File: config.mk
export PLATFORM = sky130hd
export DESIGN_NAME = modbus_rx_framer
export DESIGN_NICKNAME = d
export VERILOG_FILES = /design/src/rtl/modbus_rx_framer.sv
export SDC_FILE = /design/constraint.sdc
export NUM_CORES = 1
export LEC_CHECK = 0
export CELL_PAD_IN_SITES_DETAIL_PLACEMENT = 0
export CELL_PAD_IN_SITES_GLOBAL_PLACEMENT = 1
export CORE_UTILIZATION = 47
export CTS_CLUSTER_SIZE = 14
export DETAILED_ROUTE_END_ITERATION = 8
export HOLD_SLACK_MARGIN = 0.05
export MAX_ROUTING_LAYER = met4
export PLACE_DENSITY = 0.81
export SYNTH_ARGS = -nofsm -noshare
export SYNTH_HDL_FRONTEND = slang
export SYNTH_SLANG_ARGS = --single-unit
export TNS_END_PERCENT = 100
File: constraint.sdc
create_clock -name clk -period 4.4 [get_ports clk]
set_input_delay 1.1 -clock clk [delete_from_list [all_inputs] [get_ports clk]]
set_output_delay 1.1 -clock clk [all_outputs]
set_load 0.02 [all_outputs]
File: src/rtl/modbus_rx_framer.sv
`timescale 1ns/1ps
// modbus_rx_framer: Modbus RTU request framer.
// Delimits frames by inter-character silence, checks CRC-16/Modbus over
// 8-byte requests and delivers good frames as one 64-bit word with a strobe.
// Optional feature: define MODBUS_ADDR_FILTER_EN to deliver only frames
// addressed to SLAVE_ADDR or broadcast (8'h00).
module modbus_rx_framer #(
  parameter int unsigned T35_CYCLES = 3500,
  parameter logic [7:0]  SLAVE_ADDR = 8'h01
) (
  input  logic        clk,
  input  logic        rst_n,
  input  logic [7:0]  rx_data,
  input  logic        rx_valid,
  input  logic        rx_err,
  output logic [63:0] frame_data,
  output logic        frame_valid,
  output logic        crc_err,
  output logic        frame_err,
  output logic [7:0]  err_cnt,
  output logic        busy
);

  localparam int unsigned GW = $clog2(T35_CYCLES + 1);
  localparam logic [GW-1:0] GAP_LAST = GW'(T35_CYCLES - 1);
  localparam logic [GW-1:0] GAP_MAX  = GW'(T35_CYCLES);

  typedef enum logic [1:0] {IDLE, RECV, OVERFLOW} state_t;

  state_t        state, state_nxt;
  logic [63:0]   shift_q;
  logic [15:0]   crc_q;
  logic [3:0]    cnt_q;
  logic [GW-1:0] gap_cnt;
  logic          gap_q;
  logic          take_byte;
  logic          addr_match;
  logic          addr_ok;
  logic          fv_nxt, ce_nxt, fe_nxt;

  function automatic logic [15:0] crc_byte(input logic [15:0] c, input logic [7:0] d);
    logic [15:0] r;
    r = c ^ {8'h00, d};
    for (int unsigned i = 0; i < 8; i++) begin
      r = r[0] ? ((r >> 1) ^ 16'hA001) : (r >> 1);
    end
    return r;
  endfunction

  assign take_byte  = rx_valid && !rx_err;
  assign busy       = (state != IDLE);
  assign addr_match = (shift_q[7:0] == SLAVE_ADDR) || (shift_q[7:0] == 8'h00);

`ifdef MODBUS_ADDR_FILTER_EN
  assign addr_ok = addr_match;
`else
  // Address is decoded but never blocks delivery in this build.
  assign addr_ok = addr_match | 1'b1;
`endif

  // State register
  always_ff @(posedge clk or negedge rst_n) begin
    if (!rst_n) state <= IDLE;
    else        state <= state_nxt;
  end

  // Next-state logic; a byte arriving in the gap cycle takes priority over the gap
  always_comb begin
    state_nxt = state;
    unique case (state)
      IDLE: begin
        if (rx_valid) state_nxt = rx_err ? OVERFLOW : RECV;
      end
      RECV: begin
        if (rx_err)                      state_nxt = OVERFLOW;
        else if (rx_valid)               state_nxt = (cnt_q == 4'd8) ? OVERFLOW : RECV;
        else if (gap_q)                  state_nxt = IDLE;
      end
      OVERFLOW: begin
        if (gap_q && !rx_valid)          state_nxt = IDLE;
      end
      default: state_nxt = IDLE;
    endcase
  end

  // Strobe decode: frame evaluation happens on the gap cycle
  always_comb begin
    fv_nxt = 1'b0;
    ce_nxt = 1'b0;
    fe_nxt = 1'b0;
    if (state == RECV && gap_q && !rx_valid && !rx_err) begin
      if (cnt_q != 4'd8)        fe_nxt = 1'b1;
      else if (crc_q != 16'h0)  ce_nxt = 1'b1;
      else if (addr_ok)         fv_nxt = 1'b1;
    end else if (state == OVERFLOW && gap_q && !rx_valid) begin
      fe_nxt = 1'b1;
    end
  end

  // Byte assembly and running CRC
  always_ff @(posedge clk or negedge rst_n) begin
    if (!rst_n) begin
      shift_q <= '0;
      crc_q   <= '1;
      cnt_q   <= '0;
    end else if (take_byte && state == IDLE) begin
      shift_q <= {rx_data, shift_q[63:8]};
      crc_q   <= crc_byte(16'hFFFF, rx_data);
      cnt_q   <= 4'd1;
    end else if (take_byte && state == RECV && cnt_q != 4'd8) begin
      shift_q <= {rx_data, shift_q[63:8]};
      crc_q   <= crc_byte(crc_q, rx_data);
      cnt_q   <= cnt_q + 4'd1;
    end
  end

  // Silence counter; the gap event is registered so evaluation lands
  // T35_CYCLES+1 edges after the last sampled byte
  always_ff @(posedge clk or negedge rst_n) begin
    if (!rst_n) begin
      gap_cnt <= '0;
      gap_q   <= 1'b0;
    end else begin
      if (rx_valid)                           gap_cnt <= '0;
      else if (state != IDLE && gap_cnt != GAP_MAX) gap_cnt <= gap_cnt + 1'b1;
      gap_q <= (state != IDLE) && !rx_valid && (gap_cnt == GAP_LAST);
    end
  end

  // Registered outputs: strobes, delivered word, saturating error count
  always_ff @(posedge clk or negedge rst_n) begin
    if (!rst_n) begin
      frame_data  <= '0;
      frame_valid <= 1'b0;
      crc_err     <= 1'b0;
      frame_err   <= 1'b0;
      err_cnt     <= '0;
    end else begin
      frame_valid <= fv_nxt;
      crc_err     <= ce_nxt;
      frame_err   <= fe_nxt;
      if (fv_nxt) frame_data <= shift_q;
      if ((ce_nxt || fe_nxt) && err_cnt != 8'hFF) err_cnt <= err_cnt + 8'd1;
    end
  end

endmodule

# Word-level counts from Yosys, hierarchy flattened
# Index checks and enable logic that the tools add are counted.
# op_classes
n_reduce_logical	23
bitwise_logic	18
eq_ne	10
addsub	3
muxes	41
# ops
op	count
16-bit two-way mux	18
64-bit two-way mux	2
2-bit inverter with 3-bit output	16
12-bit two-way mux	2
8-bit inverter with 16-bit output	1
16-bit nonzero test	1
16-bit by 8-bit XOR with 16-bit output	1
1-bit logical AND	14
2-bit two-way mux	7
12-bit by 1-bit adder with 12-bit output (second input constant)	1
12-bit equality test (second input constant)	1
12-bit != test (second input constant)	1
1-bit two-way mux	9
8-bit by 1-bit adder with 8-bit output (second input constant)	1
4-bit two-way mux	2
4-bit != test (second input constant)	2
8-bit != test (second input constant)	1
2-bit one-hot mux with 3 select lines	1
2-bit nonzero test	3
4-bit by 1-bit adder with 4-bit output (second input constant)	1
4-bit equality test (second input constant)	1
2-bit != test (second input constant)	2
3-bit AND reduction	1
2-bit by 1-bit equality test with 1-bit output (second input constant)	1
other kinds (4)	5
# totals
word_cells	106
reg_bits	174
input_bits	12
out_inout_bits	76

# Longest topological paths before layout
# depth
ltp_word	19
mapped_depth	9

# Least setup slack after synthesis
# OpenSTA, ideal clock, no wires.
# synth_timing
kind	in2reg
from	in rx_data[6]
to	reg crc_q[15]
setup_slack_ns	1.920
arrival_ns	2.385
path_stages	6
setup_ns	0.094
cell_sequence	xnor2_1 > xnor3_2 > xnor2_1 > or3_1 > o311ai_1 > a311oi_1
# synth_via
elab_chain_cells	12
word_cells_on_any_way	22
cone_classes	mux (18); bitwise (4)
# synth_lines
item	line	source
from (decl)	13	input logic [7:0] rx_data,
16-bit by 8-bit XOR with 16-bit output	43	r = c ^ {8'h00, d};
16-bit two-way mux (5 in a row)	45	r = r[0] ? ((r >> 1) ^ 16'hA001) : (r >> 1);
2-bit inverter with 3-bit output (no line)	--	
16-bit two-way mux (3 in a row)	45	
16-bit two-way mux	110	end else if (take_byte && state == RECV && cnt_q != 4'd8) begin
16-bit two-way mux (*)	106	end else if (take_byte && state == IDLE) begin
to (signal assigned)	108	crc_q <= crc_byte(16'hFFFF, rx_data);
to (signal assigned)	112	crc_q <= crc_byte(crc_q, rx_data);
to (decl)	32	logic [15:0] crc_q;
# Mark *: on every way between the ends. The rest lies on a longest branch, timed or not. The select of a mux whose other input is x is not followed.
# A chain may end at the register's enable or synchronous reset.

# Final worst setup path
# layout_timing
from	in rx_valid
to	reg crc_q[15]
# layout_via
elab_chain_cells	4
word_cells_on_any_way	6
cone_classes	mux (1); reduce/logical (5)
# layout_lines
item	line	source
from (decl)	14	input logic rx_valid,
1-bit logical AND (*)	50	assign take_byte = rx_valid && !rx_err;
1-bit logical AND (2 in a row)	110	
2-bit nonzero test (no line)	--	
# Mark *: on every way between the ends. The rest lies on a longest branch, timed or not.

==> flow_results.xml <==
<?xml version="1.0" encoding="UTF-8"?>
<metrics>
  <group name="timing">
    <metric name="final-max-slew-violation-count" unit="">0</metric>
    <metric name="period_needed" unit="ns">3.24</metric>
    <metric name="rsz0062_at_grt" unit="">false</metric>
    <metric name="tightestPinTransition" unit="ns">1.02</metric>
    <metric name="slew_headroom" unit="%">31.5</metric>
    <metric name="finalHoldViolCount" unit="">0</metric>
    <metric name="min_period_over_period" unit="%">73.6</metric>
    <metric name="fmax" unit="MHz">309</metric>
    <metric name="setup_total_neg_slack" unit="ns">0</metric>
    <metric name="setup_violators_final" unit="">0</metric>
    <metric name="clock_skew" unit="ns">0.00766</metric>
  </group>
  <group name="pwr">
    <metric name="pwr-share-comb" unit="%">22.6</metric>
    <metric name="ir_drop" unit="mV">0.298</metric>
    <metric name="clock_power_share" unit="%">29.9</metric>
    <metric name="internal-power" unit="mW">3.42</metric>
    <metric name="netsw" unit="mW">1.60</metric>
    <metric name="powerDensity" unit="nW/µm²">556</metric>
    <metric name="switching_share" unit="%">31.9</metric>
    <metric name="power.static_leakage" unit="nW">4.39</metric>
    <metric name="power.share.sequential" unit="%">47.5</metric>
  </group>
  <group name="detailed_routing">
    <metric name="avgViaCountPerCell" unit="">5.11</metric>
    <metric name="firstDrtPassIters" unit="">5</metric>
    <metric name="routed-via-count" unit="">5004</metric>
    <metric name="detail_route.wirelength" unit="µm">14800</metric>
    <metric name="number_of_antenna_violating_nets_in_the_routed_design" unit="">0</metric>
    <metric name="routed_wire_length_per_instance" unit="µm">15.2</metric>
    <metric name="first_iter_violations" unit="">301</metric>
    <metric name="drc" unit="">0</metric>
  </group>
  <group name="status">
    <metric name="outcome" unit="">complete, no violations</metric>
  </group>
  <group name="synthesis">
    <metric name="ys_ff_latch" unit="">174</metric>
    <metric name="synth_area" unit="µm²">7350</metric>
    <metric name="netlist-cell-type-count" unit="">44</metric>
    <metric name="synth-warning-count" unit="">0</metric>
    <metric name="synthArstFlopShare" unit="%">100</metric>
    <metric name="synth_area_per_cell" unit="µm²">10.9</metric>
    <metric name="synth-edff-count" unit="">0</metric>
    <metric name="dominantRegCellSynth" unit="">dfrtp_1</metric>
    <metric name="portion_of_the_post_synthesis_area_used_by_sequential_elements" unit="%">59.5</metric>
    <metric name="syn_inst" unit="">675</metric>
    <metric name="synth_nets" unit="">692</metric>
  </group>
  <group name="finish">
    <metric name="num-nets-final" unit="">773</metric>
    <metric name="final_util" unit="%">59.2</metric>
    <metric name="storage_element_area" unit="µm²">4370</metric>
    <metric name="syn2layout_area_growth" unit="%">22.9</metric>
    <metric name="multiInputGateArea" unit="µm²">2810</metric>
    <metric name="layout.cells.most_common_list" unit="">214 x nand2_1, 158 x dfrtp_1, 86 x clkdlybuf4s50_1</metric>
    <metric name="leading_cell_type_in_the_layout_fill_and_taps_excluded" unit="">nand2_1</metric>
    <metric name="fillers" unit="">1305</metric>
    <metric name="antenna-diode-count" unit="">0</metric>
    <metric name="final_layout_size_suffix_gt1_share" unit="%">17.3</metric>
  </group>
  <group name="clock_network">
    <metric name="cts_resized" unit="">0</metric>
    <metric name="setup_fix_buffers_added_after_clock_tree_synthesis" unit="">0</metric>
    <metric name="clock-root-buffer" unit="">clkbuf_16</metric>
    <metric name="clkSlewWorstSetupHoldPaths" unit="ns">0.06</metric>
    <metric name="cts_num_sinks" unit="">174</metric>
    <metric name="cts_made_buffers" unit="">17</metric>
    <metric name="clock_latency_on_the_worst_skew_pair" unit="ns">0.43</metric>
    <metric name="cts_max_path_buffers" unit="">2</metric>
    <metric name="cts_hold_buffers" unit="">0</metric>
    <metric name="cts_tree" unit="">yes</metric>
    <metric name="htreeDepth" unit="">4</metric>
  </group>
  <group name="grt">
    <metric name="grt_first_pass_wirelength" unit="µm">25200</metric>
    <metric name="grtUsageTotal" unit="%">20.5</metric>
    <metric name="vias_in_the_first_global_route" unit="">4942</metric>
    <metric name="globalRoute.totalOverflow" unit="">0</metric>
    <metric name="maximum_number_of_pins_on_one_net_before_global_route_repair" unit="">101</metric>
    <metric name="grt_antenna_before_repair" unit="">0</metric>
  </group>
  <group name="worst_setup_path">
    <metric name="crit_type" unit="">input pin to flop</metric>
    <metric name="timing.critical_path.arrival" unit="ns">3.54</metric>
    <metric name="worstSetupStartpointType" unit="">input pin</metric>
    <metric name="timing.critical_path.to_type" unit="">flop</metric>
    <metric name="critical_path_required" unit="ns">4.70</metric>
    <metric name="critPathMaxFanout" unit="">21</metric>
  </group>
  <group name="hold_path">
    <metric name="hold_path.class" unit="">flop to flop</metric>
  </group>
  <group name="placement">
    <metric name="dp_hpwl" unit="µm">9670</metric>
    <metric name="gpl.final_weighted_congestion" unit="">0.859</metric>
    <metric name="count_of_input_and_output_buffers" unit="">87</metric>
  </group>
  <group name="die">
    <metric name="floorplan.die.width" unit="µm">127</metric>
    <metric name="io_pins" unit="">88</metric>
    <metric name="die_area" unit="µm²">16100</metric>
    <metric name="floorplan_die_height" unit="µm">127</metric>
    <metric name="initial_core_util" unit="%">48.2</metric>
    <metric name="core_area" unit="µm²">15300</metric>
    <metric name="std_cell_rows" unit="">45</metric>
  </group>
  <group name="job">
    <metric name="max_cap_viol_count" unit="">0</metric>
  </group>
</metrics>
power groups by stage:
stage	sequential [mW]	clock [mW]	combinational, mW
after floorplan	2.26	0	0.932
after detailed placement	2.41	0	1.13
after global placement	2.39	0	1.10
after global routing	2.44	1.61	1.28
final	2.38	1.50	1.14
after CTS	2.38	1.53	1.14
critical path: stages:
cell             delay, ns
clkdlybuf4s50_1       0.93
and3_2                0.58
nand2_1               0.43
o311ai_1              0.42
a311oi_1              0.08
state kept, by name (all words and copies together) (netlist names):
| name | flops |
|---|---|
| cnt_q | 4 |
| crc_err | 1 |
| crc_q | 16 |
| err_cnt | 8 |
| frame_data | 64 |
| frame_err | 1 |
| frame_valid | 1 |
| gap_cnt | 12 |
| gap_q | 1 |
| shift_q | 64 |
| state | 2 |
routing by layer:
metal / wire [µm] / share of wire [%] / vias to the layer above / global-route usage [%]
li1: - / - / 2384 / -
met1: 7160 / 48 / 2495 / 28.5
met2: 7020 / 47 / 115 / 30.7
met3: 534 / 3.6 / 10 / 4.65
met4: 123 / 0.83 / 0 / 5.25
met5: 0 / 0 / - / -
cell families after synthesis:
group	count (synthesis)	synth area share, %
AOI/OAI and AO/OA	39	3.32
DFF	174	59.5
muxes	65	9.96
xor gates and xnor gates	49	6.45
and+or+nand+nor	301	17.5
adders and majority gates	5	0.851
buffers and inverters	42	2.43
cell usage after synthesis, types with 3 or more instances:
| master | n | share of area, % |
|---|---|---|
| a21oi_1 | 17 | 1.2 |
| and3_1 | 8 | 0.68 |
| buf_2 | 9 | 0.61 |
| clkbuf_1 | 23 | 1.2 |
| dfrtp_1 | 158 | 54 |
| dfstp_2 | 16 | 5.7 |
| ha_1 | 5 | 0.85 |
| inv_1 | 9 | 0.46 |
| mux2_2 | 65 | 10 |
| nand2_1 | 214 | 11 |
| nand3_1 | 15 | 1.0 |
| nand4_1 | 5 | 0.43 |
| nor2_1 | 27 | 1.4 |
| nor3_1 | 8 | 0.54 |
| nor3b_1 | 3 | 0.31 |
| nor4_1 | 5 | 0.43 |
| o21ai_0 | 7 | 0.48 |
| o22ai_1 | 6 | 0.51 |
| xnor2_1 | 21 | 2.5 |
| xnor2_2 | 3 | 0.66 |
| xor2_1 | 23 | 2.7 |
through the flow:
stage / worst slack, ns / hold WS [ns] / std cells / power, mW / cell area [µm²]
final: 1.16 / 0.472 / 979 / 5.02 / 9030
after global routing: 0.961 / 0.490 / 979 / 5.32 / 9030
after global placement: 0.817 / 0.456 / 948 / 3.49 / 8440
after detailed placement: 0.725 / 0.460 / 948 / 3.54 / 8440
after CTS: 1.18 / 0.477 / 979 / 5.05 / 9030
after floorplan: 1.92 / 0.440 / 675 / 3.19 / 7350
path summary, 6_finish.rpt:
kind	endpoint	start	depth (start not counted)	slack, ns
setup / recovery	crc_q[15]	rx_valid	5	1.16
hold / removal	shift_q[3]	shift_q[3]	2	0.47
setup reg to reg	crc_q[15]	cnt_q[0]	7	2.04
hold reg to reg	shift_q[3]	shift_q[3]	2	0.47
max in group asynchronous	frame_data[41]	rst_n	2	2.76
min in group asynchronous	frame_data[13]	rst_n	1	0.79
area by class of cell:
cell class	instances	area share (%)
flip-flops and latches	174	48.4
repair buffers	95	10.6
multi-input cells	459	31.1
clock buffers	22	5.36
well taps	211	2.92
clock inverters	9	1.21
inverters	9	0.374
Power figures use the tool's default switching activity.
